File: src/rtl/seg_pkg.sv
// -----------------------------------------------------------------------------
// seg_pkg
// Shared types and constants for the seven-segment scan controller.
//   seg_t        : active-low segment vector, bit 6 = segment a, bit 0 = segment g
//   SEG_BLANK    : all segments off
//   scan_state_e : BLANK (gap between digit slots) / DRIVE (digit lit)
//   HEX_TABLE    : hex nibble to active-low segment pattern
//   hex_to_seg() : table lookup helper
// -----------------------------------------------------------------------------
package seg_pkg;

  typedef logic [6:0] seg_t;

  localparam seg_t SEG_BLANK = 7'b111_1111;

  typedef enum logic {
    BLANK = 1'b0,
    DRIVE = 1'b1
  } scan_state_e;

  // Index 0 is the first entry; patterns are active-low a..g.
  localparam seg_t HEX_TABLE [0:15] = '{
    7'b0000001,  // 0
    7'b1001111,  // 1
    7'b0010010,  // 2
    7'b0000110,  // 3
    7'b1001100,  // 4
    7'b0100100,  // 5
    7'b0100000,  // 6
    7'b0001111,  // 7
    7'b0000000,  // 8
    7'b0000100,  // 9
    7'b0001000,  // A
    7'b1100000,  // b
    7'b0110001,  // C
    7'b1000010,  // d
    7'b0110000,  // E
    7'b0111000   // F
  };

  function automatic seg_t hex_to_seg(input logic [3:0] nibble);
    return HEX_TABLE[nibble];
  endfunction

endpackage

File: src/rtl/seg_hex_decoder.sv
// -----------------------------------------------------------------------------
// seg_hex_decoder
// Purely combinational hex nibble to seven-segment (active-low) decoder.
// Ports:
//   value : 4-bit hex digit
//   seg   : active-low segments, bit 6 = a ... bit 0 = g
// -----------------------------------------------------------------------------
module seg_hex_decoder
  import seg_pkg::*;
(
  input  logic [3:0] value,
  output seg_t       seg
);

  assign seg = hex_to_seg(value);

endmodule

File: src/rtl/seg_scan_controller.sv
// -----------------------------------------------------------------------------
// seg_scan_controller
// Time-multiplexed driver for an N-digit common-anode seven-segment display.
// Each digit owns a slot of REFRESH_DIV cycles; the first BLANK_CYCLES of every
// slot keep all anodes off to avoid ghosting. New display contents arrive over
// a valid/ready handshake and are only applied at the end of a full scan, so a
// frame is never drawn with a mix of old and new digits.
//
// Parameters:
//   NUM_DIGITS   : digits scanned (1..8)
//   REFRESH_DIV  : clock cycles per digit slot
//   BLANK_CYCLES : blank cycles at the start of each slot (1..REFRESH_DIV-1)
//
// Ports:
//   clock        : system clock, rising edge
//   reset        : asynchronous, active-high
//   update_valid : producer offers new digit data
//   update_ready : high when no update is waiting for the frame boundary
//   digit_value  : hex nibble per digit, digit i = [4i+3:4i], digit 0 rightmost
//   digit_enable : per-digit enable, 0 = digit dark
//   anode        : active-low digit select, bit i = digit i (registered)
//   cathode      : active-low segments a..g (registered)
//   frame_done   : one-cycle pulse after the last slot of each scan
//
// Optional build macro SEG_SCAN_DP_EN adds:
//   digit_dp     : per-digit decimal point, captured with digit_value
//   dp           : active-low decimal point output (registered like cathode)
// -----------------------------------------------------------------------------
module seg_scan_controller
  import seg_pkg::*;
#(
  parameter int NUM_DIGITS   = 4,
  parameter int REFRESH_DIV  = 100000,
  parameter int BLANK_CYCLES = 1000
) (
  input  logic                    clock,
  input  logic                    reset,
  input  logic                    update_valid,
  output logic                    update_ready,
  input  logic [4*NUM_DIGITS-1:0] digit_value,
  input  logic [NUM_DIGITS-1:0]   digit_enable,
  output logic [NUM_DIGITS-1:0]   anode,
  output logic [6:0]              cathode,
  output logic                    frame_done
`ifdef SEG_SCAN_DP_EN
  ,
  input  logic [NUM_DIGITS-1:0]   digit_dp,
  output logic                    dp
`endif
);

  localparam int CNT_W = (REFRESH_DIV > 1) ? $clog2(REFRESH_DIV) : 1;
  localparam int IDX_W = (NUM_DIGITS > 1) ? $clog2(NUM_DIGITS) : 1;

  localparam logic [CNT_W-1:0]      CNT_LAST  = CNT_W'(REFRESH_DIV - 1);
  localparam logic [CNT_W-1:0]      CNT_BLANK = CNT_W'(BLANK_CYCLES);
  localparam logic [IDX_W-1:0]      IDX_LAST  = IDX_W'(NUM_DIGITS - 1);
  localparam logic [NUM_DIGITS-1:0] ANODE_OFF = '1;

  logic [CNT_W-1:0]        cnt;
  logic [IDX_W-1:0]        idx;

  logic [4*NUM_DIGITS-1:0] display_value;
  logic [NUM_DIGITS-1:0]   display_enable;
  logic [4*NUM_DIGITS-1:0] pending_value;
  logic [NUM_DIGITS-1:0]   pending_enable;
  logic                    pending_valid;

  scan_state_e             state;
  logic                    slot_end;
  logic                    frame_end;
  logic                    transfer;
  logic                    load_direct;
  logic                    load_pending;
  logic                    capture;

  logic [3:0]              sel_value;
  seg_t                    sel_seg;
  logic [NUM_DIGITS-1:0]   anode_next;
  seg_t                    cathode_next;

  assign slot_end  = (cnt == CNT_LAST);
  assign frame_end = slot_end && (idx == IDX_LAST);

  assign update_ready = ~pending_valid;
  assign transfer     = update_valid && update_ready;

  // A transfer landing exactly on the frame boundary goes straight to the
  // display; otherwise it parks in pending until the next boundary. Ready is
  // low whenever pending is full, so both cases never happen together.
  assign load_direct  = frame_end && transfer;
  assign load_pending = frame_end && pending_valid;
  assign capture      = transfer && !frame_end;

  assign sel_value = display_value[idx*4 +: 4];

  seg_hex_decoder u_hex_decoder (
    .value (sel_value),
    .seg   (sel_seg)
  );

  // Slot counter and digit index: idx advances each time cnt wraps.
  always_ff @(posedge clock or posedge reset) begin
    if (reset) begin
      cnt <= '0;
      idx <= '0;
    end else if (slot_end) begin
      cnt <= '0;
      idx <= (idx == IDX_LAST) ? '0 : idx + 1'b1;
    end else begin
      cnt <= cnt + 1'b1;
    end
  end

  // Scan state follows the slot position; it decides what the next
  // registered anode/cathode values are. A disabled digit keeps its anode
  // off but the cathode still carries its decoded pattern.
  always_comb begin
    state        = BLANK;
    anode_next   = ANODE_OFF;
    cathode_next = SEG_BLANK;
    if (cnt >= CNT_BLANK) begin
      state = DRIVE;
    end
    if (state == DRIVE) begin
      if (display_enable[idx]) begin
        anode_next = ~(NUM_DIGITS'(1) << idx);
      end
      cathode_next = sel_seg;
    end
  end

  // Outputs are registered from the pre-edge position, giving one cycle of
  // latency and no combinational path from inputs to pins.
  always_ff @(posedge clock or posedge reset) begin
    if (reset) begin
      anode      <= ANODE_OFF;
      cathode    <= SEG_BLANK;
      frame_done <= 1'b0;
    end else begin
      anode      <= anode_next;
      cathode    <= cathode_next;
      frame_done <= frame_end;
    end
  end

  // Pending buffer and display registers; the display only changes at the
  // frame boundary so a scan is never torn.
  always_ff @(posedge clock or posedge reset) begin
    if (reset) begin
      display_value  <= '0;
      display_enable <= '0;
      pending_value  <= '0;
      pending_enable <= '0;
      pending_valid  <= 1'b0;
    end else begin
      if (load_direct) begin
        display_value  <= digit_value;
        display_enable <= digit_enable;
      end else if (load_pending) begin
        display_value  <= pending_value;
        display_enable <= pending_enable;
      end

      if (capture) begin
        pending_value  <= digit_value;
        pending_enable <= digit_enable;
        pending_valid  <= 1'b1;
      end else if (load_pending) begin
        pending_valid  <= 1'b0;
      end
    end
  end

`ifdef SEG_SCAN_DP_EN
  logic [NUM_DIGITS-1:0] display_dp;
  logic [NUM_DIGITS-1:0] pending_dp;
  logic                  dp_next;

  // Decimal point follows the same blank/drive timing as the segments.
  always_comb begin
    dp_next = 1'b1;
    if (state == DRIVE) begin
      dp_next = ~display_dp[idx];
    end
  end

  // Decimal-point storage travels with the digit data through pending.
  always_ff @(posedge clock or posedge reset) begin
    if (reset) begin
      display_dp <= '0;
      pending_dp <= '0;
      dp         <= 1'b1;
    end else begin
      dp <= dp_next;
      if (load_direct) begin
        display_dp <= digit_dp;
      end else if (load_pending) begin
        display_dp <= pending_dp;
      end
      if (capture) begin
        pending_dp <= digit_dp;
      end
    end
  end
`endif

endmodule

File: config.mk
export PLATFORM = sky130hd
export DESIGN_NAME = seg_scan_controller
export DESIGN_NICKNAME = d
export VERILOG_FILES = /design/src/rtl/seg_pkg.sv /design/src/rtl/seg_hex_decoder.sv /design/src/rtl/seg_scan_controller.sv
export SDC_FILE = /design/constraint.sdc
export NUM_CORES = 1
export LEC_CHECK = 0
export BUFFER_PORTS_ARGS = -buffer_cell sky130_fd_sc_hd__buf_2
export CELL_PAD_IN_SITES_DETAIL_PLACEMENT = 0
export CELL_PAD_IN_SITES_GLOBAL_PLACEMENT = 1
export CORE_ASPECT_RATIO = 0.6
export CORE_MARGIN = 3
export CORE_UTILIZATION = 40
export DETAILED_ROUTE_END_ITERATION = 7
export PLACE_DENSITY = 0.67
export SYNTH_ARGS = -nofsm -noshare
export SYNTH_HDL_FRONTEND = slang
export SYNTH_SLANG_ARGS = --single-unit
File: constraint.sdc
create_clock -name clock -period 2.9 [get_ports clock]
set_clock_uncertainty 0.2 [all_clocks]
set_input_delay 0.29 -clock clock [delete_from_list [all_inputs] [get_ports clock]]
set_output_delay 0.29 -clock clock [all_outputs]
set_load 0.02 [all_outputs]
==> results by group, run 1 <==
Clocking
  • Resized cells post-CTS: 0
  • Clock buffer depth: 2
  • Clock sink count: 72
  • Number of buffers created by CTS: 9
  • Worst-Skew Late Latency: 0.34 ns
  • Root buffer cell: clkbuf_16
  • Clk pin slew, worst setup/hold paths: 0.06 ns
  • CTS tree: yes
  • Htree depth: 3

STA
  • Final setup fails: 0
  • Final TNS setup: 0 ns
  • Period utilization: 91.7%
  • RSZ-0062 raised after global routing: no
  • Min cycle time layout: 2.66 ns
  • Max_slew headroom: 19.0%
  • Final Slew Violations: 0
  • Final hold vios: 0
  • Least-Margin Pin Slew: 1.21 ns
  • Fmax: 376 MHz

Global routing
  • Initial antenna violation count: 0
  • Pin count of the biggest net entering global routing: 44
  • Overflow after GRT: 0
  • Total global-route track usage: 16.8%
  • Vias in the first global route: 2393
  • First-pass GRT wire length: 12700 um

Status
  • Status: completed

Place
  • I/O Buffers: 35
  • Placed wire-length estimate after detailed placement: 5040 um
  • # placed instances: 419
  • Routability Congestion: 0.798

Worst hold path
  • Hold/Removal Path Class: input port to register

Drt
  • Final wirelength: 7480 um
  • First DRT Iteration DRCs: 129
  • Drt via density: 5.37
  • Via count: 2421
  • Routed len/inst: 16.6 um
  • Pre-antenna DRT Iters: 4
  • Antenna-violating nets left: 0
  • Post-route DRC: 0

Logic synthesis
  • Syn_nets: 314
  • Post-synth cell types: 45
  • Ys async rst share: 100%
  • Register bit count reported by yosys: 72
  • Cells after synthesis: 279
  • Post-synthesis sequential area ratio: 52.8%
  • Post-synth EDFFs: 0
  • YS warnings: 0
  • Cell Area, Synth: 3440 um2
  • Syn avg cell area: 12.3 um2
  • Primary FF master, synth: dfrtp_1

Layout
  • Non-filler cells, final: 451
  • Fillers: 751
  • Final core occ: 52.7%
  • Antenna diodes: 0
  • Layout cells sized above 1: 33.2%
  • Synthesis-to-finish area growth: 24.1%
  • Layout Nets: 373

Die
  • Core ar.: 8100 um2
  • Full die area: 9790 um2
  • Vertical die dimension: 77.8 um
  • Starting Density: 42.5%
  • Die Span X: 126 um
  • Top Ports: 36
  • Placement Rows: 25

Worst setup path
  • Worst Path Arrival: 2.71 ns
  • Setup Crit Path Kind: register to register
  • Setup crit start kind: register
  • Critical Path Fanout Max: 19
  • Reg2reg setup slack: 0.24 ns
  • Crit path capture type: register
  • Worst EP required: 2.95 ns

Power and ir drop
  • Peak VDD IR: 0.000263 V
  • Total power: 2.34 mW
  • Leak: 1.80 nW
  • Cell Pwr Density: 549 nW/um2

Job
  • MaxCap Viol Count: 0
registers in the layout (all words and copies together), names as in the netlist, 2 cells and up:
name            flops
display_value      16
pending_enable      4
anode               4
pending_value      16
cathode             7
display_enable      4
idx                 2
cnt                17
critical path: stages, from the launching register on:
cell and delay [ns]:
dfrtp_1 0.44, or4_4 0.59, or4b_4 0.58, nor4_4 0.22, buf_4 0.32, a2bb2oi_1 0.22
cell usage in the layout, fill, tap and decap left out, drive strengths merged, types with 2 or more instances in the layout:
| master | count |
|---|---|
| nor2b | 4 |
| or4 | 2 |
| xnor2 | 5 |
| nand2 | 14 |
| a2bb2oi | 19 |
| nor3 | 4 |
| nand3 | 8 |
| a21oi | 7 |
| inv | 14 |
| clkbuf | 10 |
| nand4 | 3 |
| clkinvlp | 4 |
| o211ai | 2 |
| o21ai | 9 |
| dfrtp | 61 |
| o22ai | 19 |
| dfstp | 11 |
| xor2 | 6 |
| o221ai | 4 |
| nor4 | 5 |
| or3 | 6 |
| buf | 44 |
| mux2 | 20 |
| a211oi | 2 |
| mux4 | 5 |
| nand4b | 2 |
| nor2 | 11 |
| dlygate4sd3 | 16 |
| ha | 12 |
cells by family (layout without fill, tap and decap cells):
| kind of cell | Yosys count | in the layout | synth area share, % |
|---|---|---|---|
| buffers and inverters | 26 | 90 | 3.13 |
| xor gates and xnor gates | 11 | 11 | 2.80 |
| adders and majority gates | 12 | 12 | 4.36 |
| AOI/OAI and AO/OA | 66 | 66 | 15.3 |
| muxes | 26 | 26 | 10.1 |
| DFF | 72 | 72 | 52.8 |
| and+or+nand+nor | 66 | 66 | 11.6 |
power breakdown:
| part | switching, mW | internal (mW) |
|---|---|---|
| logic | 0.0682 | 0.0816 |
| registers | 0.0212 | 1.04 |
| clock network | 0.440 | 0.690 |
| total | 0.530 | 1.82 |
path summary, 6_finish.rpt:
check,to,from,cells after the start
min reg2reg,cnt[0]$_DFF_PP0_,cnt[0]$_DFF_PP0_,1
max reg2reg,display_value[14]$_DFFE_PP0P_,cnt[14]$_DFF_PP0_,5
min in group asynchronous,cnt[6]$_DFF_PP0_,reset,3
max,display_value[14]$_DFFE_PP0P_,cnt[14]$_DFF_PP0_,5
min,pending_value[7]$_DFFE_PP0P_,digit_value[7],2
max in group asynchronous,cnt[4]$_DFF_PP0_,reset,4
metrics by stage:
step	setup slack (ns)	area, um2	hold slack, ns
CTS	0.248	4260	0.000587
global placement	0.305	3800	0.222
global route	0.165	4270	0.0122
detailed placement	0.293	3800	0.226
floorplan	0.329	3440	0.242
finish	0.241	4270	0.0109
Yosys cell counts (5+ instances only):
cell | count | share of area (%)
or3_1 | 6 | 1.1
a21oi_1 | 7 | 1.0
dfrtp_1 | 61 | 44
dfstp_2 | 11 | 8.4
a2bb2oi_1 | 9 | 2.3
o22ai_1 | 19 | 3.5
mux4_2 | 5 | 3.3
ha_1 | 12 | 4.4
nand3_1 | 8 | 1.2
a2bb2oi_2 | 10 | 4.4
nor2_1 | 11 | 1.2
nand2_1 | 14 | 1.5
clkbuf_1 | 7 | 0.76
inv_1 | 14 | 1.5
o21ai_0 | 9 | 1.3
xnor2_1 | 5 | 1.3
xor2_1 | 6 | 1.5
mux2_2 | 20 | 6.5
area by class of cell:
class / count / area (um2) / share of cell area (%)
flip-flops and latches: 72 / 1820 / 42.5
multi-input cells: 181 / 1530 / 35.8
repair buffers: 60 / 428 / 10.0
clock buffers: 10 / 239 / 5.60
well taps: 108 / 135 / 3.17
clock inverters: 6 / 68.8 / 1.61
inverters: 14 / 52.6 / 1.23
repair_timing:
action | 4_1_cts | 5_1_grt
hold buffers | 15 | 1
setup buffers | 0 | 0
hold endpoints to repair | 32 | 1
layer usage:
layer,part of all wire (%),GRT usage [%],vias up
li1,-,-,1153
met1,53,26.1,1200
met2,39,21.1,58
met3,5.8,5.78,10
met4,1.5,5.67,0
met5,0,0,-
No activity file was read; power rests on OpenSTA's default activity.
==> run 2: changes to the inputs <==
--- a/config.mk
+++ b/config.mk
@@ -6,13 +6,11 @@
 export NUM_CORES = 1
 export LEC_CHECK = 0
 export BUFFER_PORTS_ARGS = -buffer_cell sky130_fd_sc_hd__buf_2
-export CELL_PAD_IN_SITES_DETAIL_PLACEMENT = 0
-export CELL_PAD_IN_SITES_GLOBAL_PLACEMENT = 1
 export CORE_ASPECT_RATIO = 0.6
 export CORE_MARGIN = 3
 export CORE_UTILIZATION = 40
 export DETAILED_ROUTE_END_ITERATION = 7
-export PLACE_DENSITY = 0.67
+export PLACE_DENSITY = 0.57
 export SYNTH_ARGS = -nofsm -noshare
 export SYNTH_HDL_FRONTEND = slang
 export SYNTH_SLANG_ARGS = --single-unit
==> run 2 against run 1 <==
Net effect: flip-flop and latch count unchanged; first-iteration DRC count down 7.0%; sequential share of layout area up 1.2 points; worst hold slack gained 0.0018 ns; register-to-register slack improved by 0.05 ns; clock power fell by 7%.
==> results by group, run 2 (same netlist as run 1, synthesis figures left out) <==
Worst hold path
  • Worst Hold Launch: digit_value[9]
  • Hold/Removal Path Class: input port to register

Clocking
  • Clock buffer depth: 2 (unchanged)
  • Resized cells post-CTS: 0 (unchanged)
  • Clock sink count: 72 (unchanged)
  • Number of buffers created by CTS: 9 (unchanged)
  • Clk pin slew, worst setup/hold paths: 0.05 ns (about the same)
  • CTS tree: yes
  • Htree depth: 3 (unchanged)
  • Root buffer cell: clkbuf_16
  • Worst-Skew Late Latency: 0.33 ns (about the same)
  • Postcts setup bufs: 0 (unchanged)
  • Post-CTS Hold Buffers: 9 (-6)

Global routing
  • Initial antenna violation count: 0 (unchanged)
  • Overflow after GRT: 0 (unchanged)
  • Total global-route track usage: 16.6% (-0.19 points)
  • Vias in the first global route: 2217 (-7.4%)
  • Pin count of the biggest net entering global routing: 33 (-25%)
  • First-pass GRT wire length: 12500 um (-1.7%)

Job
  • MaxCap Viol Count: 0 (unchanged)

Drt
  • Post-route DRC: 0 (unchanged)
  • Antenna-violating nets left: 0 (unchanged)
  • Routed len/inst: 17.0 um (+2.2%)
  • Pre-antenna DRT Iters: 4 (unchanged)
  • Via count: 2360 (-2.5%)
  • Final wirelength: 7480 um (about the same)
  • First DRT Iteration DRCs: 120 (-7.0%)
  • Drt via density: 5.35 (-0.31%)

Worst setup path
  • Critical Path Fanout Max: 19 (unchanged)
  • Family with the most delay on the worst path: simple AND/OR/NAND/NOR gates
  • Critical R2R Launch: cnt[14]$_DFF_PP0_
  • Crit path capture type: register
  • Setup crit start kind: register
  • Reg2reg setup slack: 0.29 ns (+0.05 ns)
  • Worst EP required: 2.95 ns (about the same)
  • Worst-path cell chain: or4_4 > or4b_4 > nor4_4 > buf_4 > a2bb2oi_1
  • Worst path bufs/invs: 1 (unchanged)
  • Slowest stage delay, CP: 0.59 ns (about the same)
  • Crit-path slowest cell: or4_4
  • Worst Path Arrival: 2.66 ns (-0.05 ns)
  • Critical Path Source: cnt[14]$_DFF_PP0_
  • Setup Crit Path Kind: register to register

Layout
  • Largest Register: cnt
  • Layout cells sized above 1: 32.7% (-0.50 points)
  • Area of the multi-input gates: 1530 um2 (unchanged)
  • Non-filler cells, final: 441 (-2.2%)
  • Max FFs per register: 17 (unchanged)
  • FF+latch area: 1820 um2 (unchanged)
  • Commonest non-fill, non-tap cell in the layout: dfrtp_1
  • Antenna diodes: 0 (unchanged)
  • Fillers: 716 (-4.7%)
  • Layout Nets: 366 (-1.9%)
  • Top flop regs: cnt (17), display_value (16), pending_value (16)
  • Synthesis-to-finish area growth: 20.8%
  • Commonest cells after routing, fill and taps aside: 61 x dfrtp_1, 35 x buf_2, 20 x mux2_2

Place
  • Routability Congestion: 0.832 (+4.2%)
  • # placed instances: 419 (unchanged)
  • I/O Buffers: 35 (unchanged)
  • Placed wire-length estimate after detailed placement: 5220 um (+3.6%)

Status
  • Status: completed

STA
  • Hold Slack: 0.0127 ns (+0.00181 ns)
  • Least-Margin Pin Slew: 1.24 ns (+0.0236 ns)
  • Fmax: 383 MHz (+1.8%)
  • Final Slew Violations: 0 (unchanged)
  • Final setup fails: 0 (unchanged)
  • Final TNS setup: 0 ns (unchanged)
  • Final hold vios: 0 (unchanged)
  • Period utilization: 90.1% (-1.6 points)
  • Max_slew headroom: 17.4% (-1.6 points)
  • RSZ-0062 raised after global routing: no
  • Min cycle time layout: 2.61 ns (-0.0460 ns)

Power and ir drop
  • Cell Pwr Density: 543 nW/um2 (-1.1%)
  • Leak: 1.77 nW (-2.0%)
  • Peak VDD IR: 0.000269 V (+2.3%)

Die
  • Die Span X: 126 um (unchanged)
  • Top Ports: 36 (unchanged)
  • Starting Density: 42.5% (unchanged)
  • Vertical die dimension: 77.8 um (unchanged)
  • Placement Rows: 25 (unchanged)
  • Full die area: 9790 um2 (unchanged)
  • Core ar.: 8100 um2 (unchanged)
[run 2: cell types whose count changed in the layout (fill, tap and decap cells not counted)]
cell           previous run  this run
buf_12                    2         1
buf_4                     7         8
clkbuf_1                  0         2
clkinv_4                  1         0
clkinvlp_4                4         0
dlygate4sd3_1            16         9
[run 2: per-layer routing]
metal	wire, um	track usage, %	share of wire, %	up-vias
li1	-	-	-	1142
met1	4230	26.8	56	1167
met2	2900	20.0	39	49
met3	341	5.98	4.6	2
met4	15	4.50	0.20	0
met5	0	0	0	-
[run 2: final timing paths]
kind                                            endpoint  depth (start not counted)
max in group asynchronous           cathode[4]$_DFF_PP1_                          4
min                         pending_value[9]$_DFFE_PP0P_                          2
max reg2reg                display_value[11]$_DFFE_PP0P_                          5
min reg2reg                 pending_value[2]$_DFFE_PP0P_                          1
min in group asynchronous             idx[1]$_DFFE_PP0N_                          3
max                        display_value[11]$_DFFE_PP0P_                          5
[run 2: layout make-up]
type	instances	area share, %
Tap cell	108	3.25
Clock inverter	1	0.723
Multi-Input combinational cell	181	36.8
Timing Repair Buffer	53	8.31
Sequential cell	72	43.7
Clock buffer	12	5.93
Inverter	14	1.26
[run 2: power by group]
| group | switching (mW) | internal [mW] |
|---|---|---|
| Combinational | 0.0675 | 0.0742 |
| Sequential | 0.0220 | 1.04 |
| Clock | 0.375 | 0.675 |
[run 2: per-stage QoR]
step / power (mW) / area [um2] / setup WS (ns) / utilization, %
2_1_floorplan: 1.17 / 3440 / 0.329 / -
3_3_place_gp: 1.21 / 3790 / 0.317 / 46.8
3_5_place_dp: 1.22 / 3790 / 0.282 / 46.8
4_1_cts: 2.29 / 4160 / 0.272 / 51.3
5_1_grt: 2.36 / 4160 / 0.135 / 51.3
6_report: 2.26 / 4160 / 0.287 / 51.3
[run 2: worst register-to-register path: stages (launching register included)]
cell and delay [ns]:
dfrtp_1 0.43, or4_4 0.59, or4b_4 0.58, nor4_4 0.21, buf_4 0.32, a2bb2oi_1 0.20
==> run 3: changes to the inputs <==
--- a/config.mk
+++ b/config.mk
@@ -5,10 +5,12 @@
 export SDC_FILE = /design/constraint.sdc
 export NUM_CORES = 1
 export LEC_CHECK = 0
+export ABC_AREA = 1
 export BUFFER_PORTS_ARGS = -buffer_cell sky130_fd_sc_hd__buf_2
 export CORE_ASPECT_RATIO = 0.6
 export CORE_MARGIN = 3
 export CORE_UTILIZATION = 40
+export CTS_CLUSTER_DIAMETER = 40
 export DETAILED_ROUTE_END_ITERATION = 7
 export PLACE_DENSITY = 0.57
 export SYNTH_ARGS = -nofsm -noshare
==> run 3 against run 2 <==
Net effect: worst setup slack better by 0.28 ns; sequential share of layout area is 2.4 points lower; highest routed layer unchanged; synthesized cell count is 76% higher.
==> results by group, run 3 <==
Drt
  • Post-route DRC: 0 (unchanged)
  • Final wirelength: 8460 um (+13%)
  • First DRT Iteration DRCs: 385 (+220%)
  • Drt via density: 4.92 (-8.1%)
  • Pre-antenna DRT Iters: 5 (+1)
  • Antenna-violating nets left: 0 (unchanged)
  • Routed len/inst: 12.9 um (-24%)
  • Via count: 3225 (+37%)

Layout
  • Final core occ: 49.6% (-1.7 points)
  • Synthesis-to-finish area growth: 15.7%
  • Antenna diodes: 0 (unchanged)
  • Max FFs per register: 17 (unchanged)
  • Commonest cells after routing, fill and taps aside: 134 x nand2_1, 78 x inv_1, 74 x nand3_1
  • Commonest non-fill, non-tap cell in the layout: nand2_1
  • Layout cells sized above 1: 14.7% (-18 points)
  • Top flop regs: cnt (17), display_value (16), pending_value (16)
  • Layout Nets: 560 (+53%)
  • Largest Register: cnt

Place
  • I/O Buffers: 35 (unchanged)
  • Routability Congestion: 0.885 (+6.4%)
  • Placed wire-length estimate after detailed placement: 5950 um (+14%)

Logic synthesis
  • Cell Area, Synth: 3790 um2 (+10%)
  • Syn_nets: 525 (+67%)
  • Post-synthesis sequential area ratio: 47.8% (-4.9 points)
  • Primary FF master, synth: dfrtp_1
  • Post-synth EDFFs: 0 (unchanged)
  • Post-synth cell types: 25 (-44%)
  • Cell taking the most area after synthesis: dfrtp_1
  • Cells after synthesis: 490 (+76%)
  • Count leader, synth: nand2_1
  • Share of the synthesized area in the top cell type: 40.2% (-4.1 points)
  • Post-synth top cells: 134 x nand2_1, 79 x inv_1, 74 x nand3_1
  • YS warnings: 0 (unchanged)
  • Syn avg cell area: 7.74 um2 (-37%)
  • Register bit count reported by yosys: 72 (unchanged)
  • Ys async rst share: 100% (unchanged)
  • Largest cells by area after synthesis: dfrtp_1 40%, nand2_1 13%, nand3_1 9.8%

Global routing
  • Pin count of the biggest net entering global routing: 73 (+120%)
  • Total global-route track usage: 17.1% (+0.56 points)
  • First-pass GRT wire length: 14500 um (+15%)
  • Vias in the first global route: 2992 (+35%)
  • Overflow after GRT: 0 (unchanged)
  • Initial antenna violation count: 0 (unchanged)

Clocking
  • Root buffer cell: clkbuf_16
  • Clk pin slew, worst setup/hold paths: 0.06 ns (about the same)
  • Worst-Skew Late Latency: 0.33 ns (about the same)
  • Htree depth: 3 (unchanged)
  • Postcts setup bufs: 0 (unchanged)
  • Clock buffer depth: 2 (unchanged)
  • Clock sink count: 72 (unchanged)
  • Number of buffers created by CTS: 9 (unchanged)
  • Resized cells post-CTS: 0 (unchanged)
  • CTS tree: yes

STA
  • Max_slew headroom: 69.3% (+52 points)
  • Final Slew Violations: 0 (unchanged)
  • RSZ-0062 raised after global routing: no
  • Least-Margin Pin Slew: 0.457 ns (-0.782 ns)
  • Period utilization: 80.4% (-9.8 points)
  • Final hold vios: 0 (unchanged)
  • Fmax: 429 MHz (+12%)
  • Final setup fails: 0 (unchanged)
  • Final TNS setup: 0 ns (unchanged)
  • Min cycle time layout: 2.33 ns (-0.283 ns)

Worst setup path
  • Setup crit start kind: register
  • Setup Crit Path Kind: register to register
  • Slowest stage delay, CP: 0.59 ns (about the same)
  • Crit-path slowest cell: dfrtp_1
  • Family with the most delay on the worst path: simple AND/OR/NAND/NOR gates
  • Worst-path cell chain: inv_1 > nand2_1 > nand3_1 > nand2_1 > inv_1 > ha_1 > nand2_1 > o21ai_0 > nand2_1 > nand4_1
  • Worst path bufs/invs: 2 (+1)
  • Critical Path Fanout Max: 14 (-5)
  • Worst EP required: 2.94 ns (about the same)
  • CP most frequent cell: nand2_1
  • Crit path capture type: register
  • Worst Path Arrival: 2.37 ns (-0.29 ns)

Die
  • Full die area: 10700 um2 (+9.6%)
  • Vertical die dimension: 81.4 um (+4.6%)
  • Core ar.: 8850 um2 (+9.2%)
  • Die Span X: 132 um (+4.8%)
  • Top Ports: 36 (unchanged)
  • Placement Rows: 26 (+4.0%)
  • Starting Density: 42.9% (+0.42 points)

Power and ir drop
  • Leak: 2.28 nW (+29%)
  • Cell Pwr Density: 537 nW/um2 (-1.2%)
  • Peak VDD IR: 0.000324 V (+21%)

Job
  • MaxCap Viol Count: 0 (unchanged)

Status
  • Status: completed

Worst hold path
  • Hold/Removal Path Class: input port to register
## run 3: final cells by class
| class | instances | area, um2 |
|---|---|---|
| clock buffers | 15 | 309 |
| flip-flops and latches | 72 | 1820 |
| fillers | 888 | 4460 |
| clock inverters | 1 | 5.00 |
| repair buffers | 43 | 250 |
| inverters | 82 | 308 |
| well taps | 126 | 158 |
| multi-input cells | 317 | 1550 |
## run 3: cells by family after synthesis
| logic type | Yosys count | share of synthesized area (%) |
|---|---|---|
| flops | 72 | 47.8 |
| compound gates | 45 | 6.30 |
| fa+ha+maj | 12 | 3.96 |
| simple gates | 253 | 28.9 |
| xor+xnor | 7 | 1.62 |
| buf+inv | 101 | 11.4 |
## run 3: tightest hold or removal path, stage by stage
cell and delay [ns]:
buf_2 0.10, o21ai_0 0.08, inv_1 0.05
## run 3: worst paths after layout
path,start,end,slack (ns),cells past startpoint
min,update_valid,pending_valid$_DFFE_PP0P_,0.03,3
max reg2reg,idx[0]$_DFFE_PP0N_,cathode[6]$_DFF_PP1_,0.57,10
max in group asynchronous,reset,display_enable[1]$_DFFE_PP0P_,1.79,4
max,idx[0]$_DFFE_PP0N_,cathode[6]$_DFF_PP1_,0.57,10
min in group asynchronous,reset,cnt[3]$_DFF_PP0_,0.39,4
min reg2reg,display_value[11]$_DFFE_PP0P_,display_value[11]$_DFFE_PP0P_,0.28,2
## run 3: stage by stage
step	area (um2)	worst slack [ns]	total power [mW]	std cells	hold WS, ns
global route	4390	0.318	2.47	656	0.0554
global placement	4070	0.760	1.24	639	0.209
finish	4390	0.570	2.36	656	0.0311
CTS	4390	0.594	2.40	656	0.0187
floorplan	3790	0.603	1.19	490	0.228
detailed placement	4070	0.614	1.24	639	0.211
## run 3: where the power goes
group	total [mW]	switching, mW	internal [mW]
Clock	1.13	0.408	0.724
Sequential	1.08	0.0260	1.05
Combinational	0.147	0.0897	0.0573
Total	2.36	0.524	1.83
## run 3: repair_timing
action	4_1_cts	5_1_grt
endpoints found under the hold margin	61	0
hold buffers	1	0
setup endpoints to repair	0	0
## run 3: per-layer routing
metal	track usage, %	share of wire, %	wire length [um]	up-vias
met1	24.8	53	4500	1487
li1	-	-	-	1602
met4	5.97	1.2	102	0
met3	4.47	6.8	574	9
met2	25.0	39	3280	127
met5	0	0	0	-
